## src/rtl/shift_arbiter.sv

```systemverilog
// Round-robin arbiter sharing one 8-bit shift/rotate unit between N_REQ requesters.
// Define SHIFT_ARB_FIXED_PRIO_EN for fixed lowest-index-first priority instead of round-robin.
module shift_arbiter #(
  parameter int N_REQ = 2,
  parameter int LAT   = 1
) (
  input  logic               clk,
  input  logic               nrst,
  input  logic [N_REQ-1:0]   req_valid,
  output logic [N_REQ-1:0]   req_ready,
  input  logic [8*N_REQ-1:0] req_data,
  input  logic [4*N_REQ-1:0] req_n,
  input  logic [N_REQ-1:0]   req_lr,
  input  logic [N_REQ-1:0]   req_ar,
  input  logic [N_REQ-1:0]   req_rot,
  output logic [N_REQ-1:0]   rsp_valid,
  input  logic [N_REQ-1:0]   rsp_ready,
  output logic [7:0]         rsp_data
);

  localparam int PTR_W = (N_REQ > 2) ? 2 : 1;

  typedef enum logic [1:0] {IDLE, EXEC, RESP} state_t;

  state_t           state, state_nxt;
  logic [PTR_W-1:0] rr_ptr, grant, owner;
  logic             found, accept;
  logic [1:0]       cnt;

  logic [7:0]       sel_data;
  logic [3:0]       sel_n;
  logic             sel_lr, sel_ar, sel_rot;

  logic [7:0]       op_data_p0;
  logic [3:0]       op_n_p0;
  logic             op_lr_p0, op_ar_p0, op_rot_p0;

  // Any amount of 8 or more saturates; rotation then degenerates to identity.
  function automatic logic [7:0] shift_op(input logic [7:0] d, input logic [3:0] n,
                                          input logic lr, input logic ar, input logic rot);
    logic signed [7:0] ds;
    logic [15:0]       dd;
    logic [2:0]        r;
    logic [7:0]        res;
    ds = signed'(d);
    dd = {d, d} << (rot && lr && !n[3] ? n[2:0] : 3'd0);
    r  = n[3] ? 3'd0 : n[2:0];
    if (rot) begin
      if (lr) res = dd[15:8];
      else    res = 8'({d, d} >> r);
    end else if (n[3]) begin
      res = (lr || !ar) ? 8'h00 : {8{d[7]}};
    end else if (lr) begin
      res = d << r;
    end else if (ar) begin
      res = 8'(ds >>> r);
    end else begin
      res = d >> r;
    end
    return res;
  endfunction

  always_comb begin
    logic [PTR_W-1:0] idx;
    int               s;
    found    = 1'b0;
    grant    = '0;
    idx      = '0;
    sel_data = '0;
    sel_n    = '0;
    sel_lr   = 1'b0;
    sel_ar   = 1'b0;
    sel_rot  = 1'b0;
    for (int i = 0; i < N_REQ; i++) begin
      s = int'(rr_ptr) + i;
      if (s >= N_REQ) s = s - N_REQ;
      idx = PTR_W'(s);
      if (!found && req_valid[idx]) begin
        found    = 1'b1;
        grant    = idx;
        sel_data = req_data[8*idx +: 8];
        sel_n    = req_n[4*idx +: 4];
        sel_lr   = req_lr[idx];
        sel_ar   = req_ar[idx];
        sel_rot  = req_rot[idx];
      end
    end
  end

  always_comb begin
    state_nxt = state;
    req_ready = '0;
    rsp_valid = '0;
    accept    = 1'b0;
    case (state)
      IDLE: begin
        if (found && nrst) begin
          req_ready[grant] = 1'b1;
          accept           = 1'b1;
          state_nxt        = EXEC;
        end
      end
      EXEC: begin
        if (cnt == 2'd0) state_nxt = RESP;
      end
      RESP: begin
        rsp_valid[owner] = 1'b1;
        if (rsp_ready[owner]) state_nxt = IDLE;
      end
      default: state_nxt = IDLE;
    endcase
  end

  always_ff @(posedge clk) begin
    if (!nrst) begin
      state    <= IDLE;
      cnt      <= '0;
      rsp_data <= '0;
    end else begin
      state <= state_nxt;
      if (accept) begin
        cnt <= 2'(LAT - 1);
      end else if (state == EXEC && cnt != 2'd0) begin
        cnt <= cnt - 2'd1;
      end
      // Last execute cycle: result becomes visible together with rsp_valid.
      if (state == EXEC && cnt == 2'd0) begin
        rsp_data <= shift_op(op_data_p0, op_n_p0, op_lr_p0, op_ar_p0, op_rot_p0);
      end
    end
  end

  // Operand capture at the accept edge; later requester changes are ignored.
  always_ff @(posedge clk) begin
    if (accept) begin
      op_data_p0 <= sel_data;
      op_n_p0    <= sel_n;
      op_lr_p0   <= sel_lr;
      op_ar_p0   <= sel_ar;
      op_rot_p0  <= sel_rot;
      owner      <= grant;
    end
  end

`ifdef SHIFT_ARB_FIXED_PRIO_EN
  assign rr_ptr = '0;
`else
  always_ff @(posedge clk) begin
    if (!nrst) begin
      rr_ptr <= '0;
    end else if (accept) begin
      rr_ptr <= (int'(grant) == N_REQ - 1) ? '0 : grant + PTR_W'(1);
    end
  end
`endif

endmodule

```

## config.mk

```make
export PLATFORM = sky130hd
export DESIGN_NAME = shift_arbiter
export DESIGN_NICKNAME = d
export VERILOG_FILES = /design/src/rtl/shift_arbiter.sv
export SDC_FILE = /design/constraint.sdc
export NUM_CORES = 1
export LEC_CHECK = 0
export ABC_AREA = 0
export BUFFER_PORTS_ARGS = -buffer_cell sky130_fd_sc_hd__buf_2
export CAP_MARGIN = 20
export CORE_ASPECT_RATIO = 1.25
export CORE_MARGIN = 5
export CORE_UTILIZATION = 35
export DETAILED_ROUTE_END_ITERATION = 6
export PLACE_DENSITY = 0.58
export SLEW_MARGIN = 20
export SYNTH_ARGS = -nofsm -noshare
export SYNTH_HDL_FRONTEND = slang
export SYNTH_SLANG_ARGS = --single-unit
```

## constraint.sdc

```tcl
create_clock -name clk -period 2.83 [get_ports clk]
set_clock_uncertainty 0.2 [all_clocks]
set_input_delay 0.566 -clock clk [delete_from_list [all_inputs] [get_ports clk]]
set_output_delay 0.566 -clock clk [all_outputs]
set_load 0.01 [all_outputs]
```

==> results.json <==
{
  "synth-seq-cells": 29,
  "grt_pass1_vias": 2800,
  "path_buf_inv": 2,
  "crit_slowest_cell": "edfxtp_1",
  "ff2ff_setup_slack_ns": 0.46,
  "grt_pass1_wl_mm": 14.3,
  "antenna_found_initial": 0,
  "yosysWarnings": 0,
  "hold_buffers": 0,
  "clk_pin_slew_worst_paths_ns": 0.08,
  "cts_buffers": 5,
  "area_growth_syn_to_layout_pct": 15.9,
  "cts-root-buf": "clkbuf_8",
  "fin_crit_ns": 2.37,
  "ant_nets": 0,
  "max_freq_mhz": 421,
  "utilization_pct": 41.7,
  "ioPinCount": 48,
  "finalHoldViolations": 0,
  "finalWirelength_mm": 8.60,
  "syn_area_sq_um": 2800,
  "dr.pass1.iters": 4,
  "cp.arrival_ns": 2.40,
  "path_delay_family": "flip-flops",
  "p_leak_nw": 1.44,
  "dpl_worst_slack_ns": 0.482,
  "via_per_inst": 6.23,
  "worstPathRequired_ns": 2.86,
  "cts-htree-levels": 2,
  "fp.dieW_microns": 90.1,
  "hold_class": "flip-flop to flip-flop",
  "grt_max_degree": 27,
  "layout-drive-gt1-share_pct": 26.0,
  "cts_setup_buffers": 0,
  "powerDensity_nw_per_um2": 465,
  "grtUsageTotal_pct": 17.8,
  "final.setup.tns_ns": 0,
  "dp_hpwl_mm": 6.42,
  "path_cells": "buf_4, nand2b_1, buf_4, mux4_2, nand3_1, nand3_1, o21ai_1",
  "rsz0062_at_grt": "no",
  "drt_iter0_drc": 329,
  "rows": 36,
  "synth_edf_count": 16,
  "cts_sinks": 29,
  "synth_area_per_cell_sq_um": 8.65,
  "layout_worst_path_cycle_share_pct": 83.9,
  "diodes": 0,
  "tightest_slew_ns": 0.990,
  "cts_resized": 0,
  "clkLatencyLatePin_ns": 0.29,
  "core_area_sq_um": 7790,
  "drc": 0,
  "maxSlewViolCount": 0,
  "worst_path_largest_cell_delay_ns": 0.54,
  "wl_per_cell_microns": 18.7,
  "routed-via-count": 2865,
  "dieHeight_microns": 110,
  "outcome": "finished, final reports clean",
  "critPathMaxFanout": 12,
  "synth_flop_cell": "edfxtp_1",
  "cts_buffer_depth": 2,
  "gp_congestion": 0.975,
  "synthCells": 324,
  "dieArea_sq_um": 9910,
  "synthArstFlopShare_pct": 0,
  "critPathCaptureType": "flip-flop",
  "worstSetupPathType": "flip-flop to flip-flop",
  "fin_nets": 401,
  "syn_nets": 361,
  "final-setup-viol-count": 0,
  "gr-total-overflow": 0,
  "cap_viol_max_count": 0,
  "start_kind": "flip-flop",
  "io_buffers": 47,
  "cts_tree": "yes",
  "synth.distinct_cells": 64,
  "initial_utilization_pct": 36.0,
  "seq_area_frac_synth_pct": 26.4,
  "max_slew_margin_pct": 33.9,
  "layout_setup_ws_ns": 0.457,
  "vdd_drop_max_mv": 0.298
}
-- registers in the layout, summed over array words and instances (netlist names), 2 cells and up --
name / cells
op_n_p0: 4
rsp_data: 8
op_data_p0: 8
cnt: 2
state: 2
-- placed cells by master, fill, tap and decap left out, types with 3 or more instances in the layout --
cell type,count
mux2i_1,28
a22o_1,18
nand3b_1,5
clkbuf_8,6
inv_1,15
and2_1,3
mux4_2,7
buf_2,47
a21oi_1,18
nand3_1,7
nor3_1,4
nor2b_1,6
nor2_1,21
nand2_1,25
o221ai_1,3
a211oi_1,7
nand2b_1,5
o21ai_0,11
a32o_1,4
buf_4,21
mux2_2,4
dfxtp_1,13
o22ai_1,12
o211ai_1,3
edfxtp_1,16
-- stage by stage --
stage          instances  power (mW)  instance area, sq um  hold slack (ns)
2_1_floorplan        324       0.925                  2800            0.250
3_3_place_gp         452        1.09                  3140            0.232
3_5_place_dp         452        1.09                  3140            0.237
4_1_cts              460        1.51                  3250            0.248
5_1_grt              460        1.60                  3250            0.287
6_report             460        1.51                  3250            0.246
-- where the power goes --
part	internal [mW]	switching (mW)
clock	0.251	0.168
sequential	0.492	0.0669
combinational	0.240	0.295
total	0.983	0.530
-- Yosys cell counts, types with 4 or more instances --
| cell type | instances | share of area (%) |
|---|---|---|
| edfxtp_1 | 16 | 17 |
| nor2_1 | 21 | 2.8 |
| mux2_2 | 4 | 1.6 |
| o21ai_0 | 11 | 2.0 |
| a32o_1 | 4 | 1.4 |
| a211oi_1 | 7 | 1.9 |
| nand2b_1 | 5 | 1.1 |
| nand2_1 | 25 | 3.3 |
| a22o_1 | 18 | 5.6 |
| a21oi_1 | 18 | 3.2 |
| inv_1 | 15 | 2.0 |
| mux4_2 | 7 | 5.6 |
| clkbuf_1 | 14 | 1.9 |
| buf_2 | 10 | 1.8 |
| dfxtp_1 | 13 | 9.3 |
| o22ai_1 | 12 | 2.7 |
| buf_4 | 9 | 2.4 |
| nand3_1 | 7 | 1.2 |
| mux2i_1 | 28 | 10 |
| nor3_1 | 4 | 0.71 |
| nand3b_1 | 5 | 1.3 |
| nor2b_1 | 6 | 1.3 |
-- metal layers --
metal  up-vias  track usage (%)  routed length (microns)
met3        42             2.58                      657
met2       182             29.1                     3880
met5         -                0                        0
met1      1318             21.9                     3490
li1       1323                -                        -
met4         0             11.6                      573
-- tightest hold or removal path, cell delays in order, from the launching register on --
cell and delay [ns]:
dfxtp_1 0.31, nand2_1 0.05, o21ai_1 0.05
-- logic make-up after synthesis --
kind of cell    share of synthesized area [%]
compound gates                           29.4
simple gates                             17.4
buf+inv                                  9.15
mux                                      17.2
flops                                    26.4
fa+ha+maj                               0.446
-- path summary, 6_finish.rpt --
kind	startpoint	end	cells after the start
setup / recovery	op_n_p0[3]	rsp_data[6]	7
hold / removal	rsp_data[6]	rsp_data[6]	2
setup reg to reg	op_n_p0[3]	rsp_data[6]	7
hold reg to reg	rsp_data[6]	rsp_data[6]	2
-- final cells by class --
cell class	instances	area, sq um
fill	812	4540
multi-input combinational	243	1810
sequential	29	741
timing repair buffer	69	413
tap	95	119
clock buffer	8	111
inverter	16	60.1
(Power assumes the default switching activity.)
